[config.mk]
export PLATFORM = sky130hd
export DESIGN_NAME = stream_capture
export DESIGN_NICKNAME = d
export VERILOG_FILES = /design/src/rtl/stream_capture.sv
export SDC_FILE = /design/constraint.sdc
export NUM_CORES = 1
export LEC_CHECK = 0
export CAP_MARGIN = 20
export CORE_UTILIZATION = 63
export DETAILED_ROUTE_END_ITERATION = 10
export PLACE_DENSITY = 0.9
export SLEW_MARGIN = 15
export SYNTH_ARGS = -nofsm -noshare
export SYNTH_HDL_FRONTEND = slang
export SYNTH_SLANG_ARGS = --single-unit
[constraint.sdc]
create_clock -name clk -period 7.1 [get_ports clk]
set_input_delay 1.42 -clock clk [delete_from_list [all_inputs] [get_ports clk]]
set_output_delay 1.42 -clock clk [all_outputs]
set_load 0.005 [all_outputs]
[src/rtl/stream_capture.sv]
// stream_capture: round-robin capture of several valid/ready channels into one tagged FIFO.
// Define STREAM_CAPTURE_OVF_CNT_EN to add the saturating 16-bit ovf_cnt output.
module stream_capture #(
    parameter int DATA_WIDTH = 8,
    parameter int DEPTH      = 16,
    parameter int CHANNELS   = 2,
    parameter int WRAP       = 0,
    localparam int AW = $clog2(DEPTH),
    localparam int CW = (CHANNELS > 1) ? $clog2(CHANNELS) : 1
) (
    input  logic                           clk,
    input  logic                           rst,
    input  logic [CHANNELS-1:0]            valid,
    output logic [CHANNELS-1:0]            ready,
    input  logic [CHANNELS*DATA_WIDTH-1:0] data,
    input  logic                           rd_en,
    output logic [DATA_WIDTH-1:0]          rd_data,
    output logic [CW-1:0]                  rd_chan,
    output logic                           rd_valid,
    output logic [AW:0]                    count,
    output logic                           full,
    output logic                           empty
`ifdef STREAM_CAPTURE_OVF_CNT_EN
    ,
    output logic [15:0]                    ovf_cnt
`endif
);

    localparam int          EW         = DATA_WIDTH + CW;
    localparam logic [AW:0] FULL_COUNT = (AW+1)'(DEPTH);

    logic [EW-1:0]         r_mem [DEPTH];
    logic [AW-1:0]         r_wr_ptr;
    logic [AW-1:0]         r_rd_ptr;
    logic [CW-1:0]         r_rr_ptr;

    logic                  w_found;
    logic [CW-1:0]         w_gnt;
    logic [DATA_WIDTH-1:0] w_gnt_data;
    logic                  w_block;
    logic                  w_wr;
    logic                  w_pop;
    logic                  w_overwrite;
    logic [AW:0]           w_count_nxt;
    logic [CW-1:0]         w_rr_nxt;

    // Two passes give a search from r_rr_ptr upward that wraps back to channel 0.
    always_comb begin
        w_found    = 1'b0;
        w_gnt      = '0;
        w_gnt_data = '0;
        for (int i = 0; i < CHANNELS; i++) begin
            if (!w_found && valid[i] && (i >= int'(r_rr_ptr))) begin
                w_found    = 1'b1;
                w_gnt      = CW'(i);
                w_gnt_data = data[i*DATA_WIDTH +: DATA_WIDTH];
            end
        end
        for (int i = 0; i < CHANNELS; i++) begin
            if (!w_found && valid[i]) begin
                w_found    = 1'b1;
                w_gnt      = CW'(i);
                w_gnt_data = data[i*DATA_WIDTH +: DATA_WIDTH];
            end
        end
    end

    assign w_block = full && (WRAP == 0);

    always_comb begin
        ready = '0;
        if (rst && w_found && !w_block) begin
            ready = CHANNELS'(1) << w_gnt;
        end
    end

    assign w_wr        = |(valid & ready);
    assign w_pop       = rd_en && !empty;
    assign w_overwrite = w_wr && !w_pop && full;
    assign w_rr_nxt    = (w_gnt == CW'(CHANNELS-1)) ? '0 : w_gnt + 1'b1;

    always_comb begin
        w_count_nxt = count;
        if (w_wr && !w_pop && !full) begin
            w_count_nxt = count + 1'b1;
        end else if (w_pop && !w_wr) begin
            w_count_nxt = count - 1'b1;
        end
    end

    always_ff @(posedge clk) begin
        if (w_wr) begin
            r_mem[r_wr_ptr] <= {w_gnt, w_gnt_data};
        end
    end

    // A pop reads the pre-write slot contents, so a same-slot write in wrap mode is safe.
    always_ff @(posedge clk) begin
        if (!rst) begin
            r_wr_ptr <= '0;
            r_rd_ptr <= '0;
            r_rr_ptr <= '0;
            count    <= '0;
            full     <= 1'b0;
            empty    <= 1'b1;
            rd_valid <= 1'b0;
            rd_data  <= '0;
            rd_chan  <= '0;
        end else begin
            rd_valid <= w_pop;
            if (w_pop) begin
                {rd_chan, rd_data} <= r_mem[r_rd_ptr];
            end
            if (w_wr) begin
                r_wr_ptr <= r_wr_ptr + 1'b1;
                r_rr_ptr <= w_rr_nxt;
            end
            if (w_pop || w_overwrite) begin
                r_rd_ptr <= r_rd_ptr + 1'b1;
            end
            count <= w_count_nxt;
            full  <= (w_count_nxt == FULL_COUNT);
            empty <= (w_count_nxt == '0);
        end
    end

`ifdef STREAM_CAPTURE_OVF_CNT_EN
    logic w_ovf_evt;

    assign w_ovf_evt = (WRAP != 0) ? w_overwrite : (full && (|valid));

    always_ff @(posedge clk) begin
        if (!rst) begin
            ovf_cnt <= '0;
        end else if (w_ovf_evt && (ovf_cnt != 16'hFFFF)) begin
            ovf_cnt <= ovf_cnt + 1'b1;
        end
    end
`endif

endmodule

* After elaboration in Yosys (flattened, before gate mapping)
Memory sizes are Yosys's and may differ from the RTL's. A register that Yosys moved wholly into a read port is not among the register bits.
Index checks and enable logic that the tools add are counted.
** Cells by class
- Eq/ne operators :: 1
- Bitwise operators :: 1
- Reduce and logical (&&, ||, !) cells :: 22
- Muxes and demuxes :: 17
- Add/sub/neg operators :: 5
- Shift operators :: 1
- Magnitude comparators :: 1
** Operator list (number)
- 8-bit two-way mux :: 4
- 1-bit logical AND :: 11
- 1-bit two-way mux :: 10
- 5-bit two-way mux :: 2
- 4-bit by 1-bit adder with 4-bit output, second input constant :: 2
- 1-bit logical NOT :: 8
- 5-bit by 1-bit adder with 5-bit output, second input constant :: 1
- 5-bit equality test, second input constant :: 1
- 5-bit logical NOT :: 1
- 5-bit by 1-bit subtractor with 5-bit output, second input constant :: 1
- 2-bit AND :: 1
- 2-bit two-way mux :: 1
- 2-bit OR reduction :: 1
- 1-bit by 1-bit left shift with 2-bit output, first input constant :: 1
- 1-bit adder, second input constant :: 1
- 1-bit greater-or-equal comparator, first input constant :: 1
- 1-bit logical OR :: 1
** Word-level totals
- Memory bits (writable) :: 144
- Memories :: 1
- Word-level logic and storage cells :: 56
- Flip-flop bits (word level) :: 17
- Bits of input ports :: 21
** Memory list
- r_mem :: words 16, bits a word 9, rd ports 1, clocked after Yosys merged registers in 1, write ports 1, line 32 : logic [EW-1:0] r_mem [DEPTH];

* Depth between registers and ports, before layout
- Depth after elaboration :: 22
- Mapped depth :: 6
- Mapped depth without buffers :: 6

* Worst setup path before layout
Ideal clock, no wire load.
- Path kind :: input to output
- Start point :: input port valid[1]
- End point :: output port ready[1]
- Stages :: 2
- Arrival time :: 2.474 ns
- Slack :: 3.206 ns
- Buffers on the path :: 0
- Path through :: a21boi_1 -> and2_1
** Between the ends
- Cells in the longest elaborated chain, start to end :: 11
- Elaborated cells between the ends (all ways) :: 15
- Classes of those cells :: shift (1); mux (7); reduce/logical (7)
** RTL lines
- start, declared :: line 13 : input logic [CHANNELS-1:0] valid,
- 1-bit logical AND :: line 53 : if (!w_found && valid[i] && (i >= int'(r_rr_ptr))) begin
- 1-bit two-way mux :: line 53
- 1-bit logical NOT :: line 60 : if (!w_found && valid[i]) begin
- 1-bit logical AND :: line 60
- 1-bit two-way mux :: line 60
- 1-bit logical NOT :: line 60
- 1-bit logical AND :: line 60
- 1-bit two-way mux :: line 60
- 1-bit logical AND (2 in a row) :: line 72 : if (rst && w_found && !w_block) begin
- 2-bit two-way mux (*) :: line 72
- end, declared :: line 14 : output logic [CHANNELS-1:0] ready,
Every way passes the cells marked *; elsewhere a longest branch is shown, timed or not.

* Worst setup path after layout
- Start point :: input port rst
- End point :: output port ready[1]
** Between the ends
- Cells in the longest elaborated chain, start to end :: 3
** RTL lines
- start, declared :: line 12 : input logic rst,
- 1-bit logical AND (2 in a row) :: line 72
- 2-bit two-way mux :: line 72
No other way between the ends.

==> Flow_metrics.wiki <==
{| class="wikitable"
! Metric !! Value
|-
| Outcome || complete, no violations
|-
| Beginning of the worst register-to-register path || full
|-
| Wire length per cell after detailed routing || 26.86 um
|-
| Area of the multi-input gates || 0.001838 mm^2
|-
| Clock Latency Late Sink || 540 ps
|-
| Number of cells on the worst reg-to-reg path || 4
|-
| Overall routed net length || 15.31 mm
|-
| Worst VDD drop || 240.0 uV
|-
| Xor/xnor share of the synthesized area || 1.291%
|-
| RePlAce Congestion || 0.8432
|-
| Start point of the worst min-delay path || rd_data[5]
|-
| Number of cells traversed by the worst hold path || 1
|-
| Die H || 105.8 um
|-
| First-pass GRT wire length || 23.51 mm
|-
| Share of synthesized area occupied by flip-flops and latches || 71.40%
|-
| Fin. Hold Viols || 0
|-
| Post-detailed-placement cell area || 0.007286 mm^2
|-
| Number of H-tree levels || 4
|-
| Number of setup violations in the final report || 0
|-
| Post-synth net total || 406
|-
| Final total negative setup slack || 0 ps
|-
| Maximum number of pins on one net before global-route repair || 40
|-
| Normalized max-slew margin || 35.81%
|-
| Setup slack after layout || 1997 ps
|-
| Max Clock Skew || 11.36 ps
|-
| Required time of the critical path || 5680 ps
|-
| NumNets Final || 449
|-
| IO Pins || 40
|-
| End of the worst register-to-register path || r_mem[15][7]
|-
| Critical-path maximum fanout || 29
|-
| Antenna cells || 0
|-
| Data arrival time of the critical path || 3680 ps
|-
| Areal power density over the cells || 301.7 mW/mm^2
|-
| CP Capture Type || primary output
|-
| Adder-Cell Fraction of Synth Area || 1.291%
|-
| Number of vias in the routed layout || 3851
|-
| Setup repair after global routing missed its margin || false
|-
| Dominant combinational cell family by area after synthesis || multiplexers
|-
| Count of fill cells added during filler insertion || 561
|-
| Multiplexer share of the synthesized area || 11.95%
|-
| Via count of the first global-routing pass || 3946
|-
| Iter 0 DRT Violations || 418
|-
| Die width || 105.8 um
|-
| Remaining global-route overflow || 0
|-
| Global-route total usage across every layer || 30.41%
|-
| Destination of the worst hold path || rd_data[5]
|-
| Vias per inst || 6.756
|-
| Hold crit path type || reg2reg
|-
| Simple-gate portion of the synthesized area || 5.772%
|-
| Synthesized area divided by synthesized cell count || 17.95 um^2
|-
| Fmax || 196.0 MHz
|-
| Number of warning messages in the yosys log || 0
|-
| Element type at the critical path start || input port
|-
| Post-synth design cell area || 0.006785 mm^2
|-
| Clock tree from TritonCTS || built
|-
| Static leakage || 2.582 nW
|-
| Proportion of layout cells with a drive suffix above 1 || 21.20%
|-
| Detailed-route DRC error count || 0
|-
| CTS root buf || sky130_fd_sc_hd__clkbuf_8
|-
| Placement Setup Slack || 2087 ps
|-
| Critical setup path kind || in2out
|-
| Pins Over Slew Limit || 0
|-
| Most area-consuming cells after synthesis || sky130_fd_sc_hd__edfxtp_1, sky130_fd_sc_hd__mux4_2, sky130_fd_sc_hd__dfxtp_1
|-
| Post-synthesis cell type with the largest combined area || sky130_fd_sc_hd__edfxtp_1
|-
| Effective utilization at floorplan || 65.43%
|-
| Number of buffers added by the clock tree synthesis step || 17
|-
| Synthesized-area fraction occupied by ao, oa, aoi and oai cells || 6.565%
|-
| Post-route cell area || 0.007878 mm^2
|-
| Slew at the pin with the worst max-slew slack || 959.3 ps
|-
| Setup slack on the worst flop-to-flop path || 4520 ps
|-
| DP Wirelength || 9.328 mm
|-
| Share of the synthesized area in the top cell type || 63.73%
|-
| CTS Buffer Depth || 2
|-
| TritonRoute pass-1 iters || 5
|-
| Core area || 0.01037 mm^2
|-
| Synth unique cells || 43
|-
| Most common cell after layout, fill and taps aside || sky130_fd_sc_hd__edfxtp_1
|-
| Leading cell types in the layout, fill and taps excluded || sky130_fd_sc_hd__edfxtp_1, sky130_fd_sc_hd__clkdlybuf4s50_1, sky130_fd_sc_hd__mux4_2
|-
| ANT nets after route || 0
|-
| Cts hold-fix bufs || 0
|-
| Area added between synthesis and finish || 16.10%
|-
| Area of the die || 0.01119 mm^2
|-
| Area taken by flip-flops and latches || 0.004846 mm^2
|-
| Port-buffer cells || 39
|-
| Buffers inserted during post-CTS setup optimization || 0
|-
| Resized Gates After CTS || 0
|-
| Number of storage elements in the synthesis netlist || 170
|-
| Number of sinks driven by the clock tree || 170
|-
| Placement row count || 37
|-
| Cells after synthesis || 378
|-
| CTS clk-pin slew, worst paths || 70 ps
|-
| Fin crit share || 71.87%
|-
| Tmin final || 5103 ps
|-
| Initial antenna violation count || 0
|-
| Power Total || 2.377 mW
|-
| Number of maximum-capacitance constraint violations || 0
|}
stage by stage:
step                util, %  hold WS (ps)  std cells
floorplan                 -         479.5        378
global placement      70.26         470.6        537
detailed placement    70.26         471.9        537
CTS                   75.77         487.7        569
global route          75.97         522.4        570
finish                75.97         486.7        570
critical path, cell delays in order:
cell,delay [ps]
sky130_fd_sc_hd__clkdlybuf4s50_1,460
sky130_fd_sc_hd__buf_4,290
sky130_fd_sc_hd__or2b_1,310
sky130_fd_sc_hd__nor2_2,480
sky130_fd_sc_hd__and2_1,220
sky130_fd_sc_hd__clkdlybuf4s50_1,500
flip-flops by register name, indices dropped and copies added, names as in the netlist:
name      count
r_mem       144
rd_data       8
count         5
r_rd_ptr      4
r_wr_ptr      4
empty         1
full          1
r_rr_ptr      1
rd_chan       1
rd_valid      1
how the worst max path moves through the flow:
stage | start | to | slack (ps) | cells after the start
after floorplan | valid[1] | ready[1] | 3210 | 2
after global placement | rst | ready[1] | 2150 | 6
after detailed placement | rst | ready[1] | 2090 | 6
after CTS | rst | ready[1] | 2040 | 6
after global routing | rst | ready[1] | 1870 | 6
final | rst | ready[1] | 2000 | 6
cells in the mapped netlist:
cell and instances:
sky130_fd_sc_hd__o41ai_2 1, sky130_fd_sc_hd__dfxtp_1 26, sky130_fd_sc_hd__nand3_1 1, sky130_fd_sc_hd__and2b_1 2, sky130_fd_sc_hd__nor3_1 5, sky130_fd_sc_hd__or2b_1 1
sky130_fd_sc_hd__o21ai_2 1, sky130_fd_sc_hd__a22oi_1 19, sky130_fd_sc_hd__nor4b_1 2, sky130_fd_sc_hd__o21ai_0 3, sky130_fd_sc_hd__nand4_1 4, sky130_fd_sc_hd__or4_4 1
sky130_fd_sc_hd__a21boi_0 1, sky130_fd_sc_hd__a22o_1 8, sky130_fd_sc_hd__a21oi_1 10, sky130_fd_sc_hd__a21boi_1 2, sky130_fd_sc_hd__mux4_2 36, sky130_fd_sc_hd__nor4b_4 1
sky130_fd_sc_hd__a31o_2 10, sky130_fd_sc_hd__o211a_1 1, sky130_fd_sc_hd__nor2_1 16, sky130_fd_sc_hd__nor2_2 1, sky130_fd_sc_hd__o2111ai_1 1, sky130_fd_sc_hd__ha_1 7
sky130_fd_sc_hd__nand2b_1 2, sky130_fd_sc_hd__or4_1 1, sky130_fd_sc_hd__nor2b_1 2, sky130_fd_sc_hd__o211ai_1 1, sky130_fd_sc_hd__buf_4 1, sky130_fd_sc_hd__buf_6 1
sky130_fd_sc_hd__nand2_1 15, sky130_fd_sc_hd__o22ai_1 1, sky130_fd_sc_hd__inv_1 7, sky130_fd_sc_hd__clkbuf_1 11, sky130_fd_sc_hd__and2_1 12, sky130_fd_sc_hd__xor2_1 1
sky130_fd_sc_hd__and4b_1 1, sky130_fd_sc_hd__nor3b_1 1, sky130_fd_sc_hd__xnor2_1 9, sky130_fd_sc_hd__buf_1 3, sky130_fd_sc_hd__edfxtp_1 144, sky130_fd_sc_hd__buf_2 4
sky130_fd_sc_hd__nand2b_4 1
power by group:
part	internal (mW)	switching, mW	total, mW
combinational	0.164	0.175	0.339
sequential	1.13	0.0312	1.16
clock	0.495	0.379	0.874
total	1.79	0.585	2.38
routing by layer:
layer	global-route usage, %	share of wire (%)	up-vias
li1	-	-	1605
met1	40.10	37	1887
met2	47.57	49	309
met3	7.978	10	50
met4	14.78	3.8	0
met5	0	0	-
area by class of cell:
| type | instances | area share [%] |
|---|---|---|
| clock buffers | 22 | 6.290 |
| well taps | 136 | 2.160 |
| repair buffers | 44 | 5.400 |
| flip-flops and latches | 170 | 61.52 |
| multi-input cells | 181 | 23.33 |
| clock inverters | 10 | 0.9689 |
| inverters | 7 | 0.3335 |
kinds of logic (layout without fill, tap and decap cells):
group	count (synthesis)	after routing
flops	170	170
simple gates	69	69
xor+xnor	10	10
mux	36	36
buf+inv	27	83
fa+ha+maj	7	7
compound gates	59	59
(Power assumes the default switching activity.)
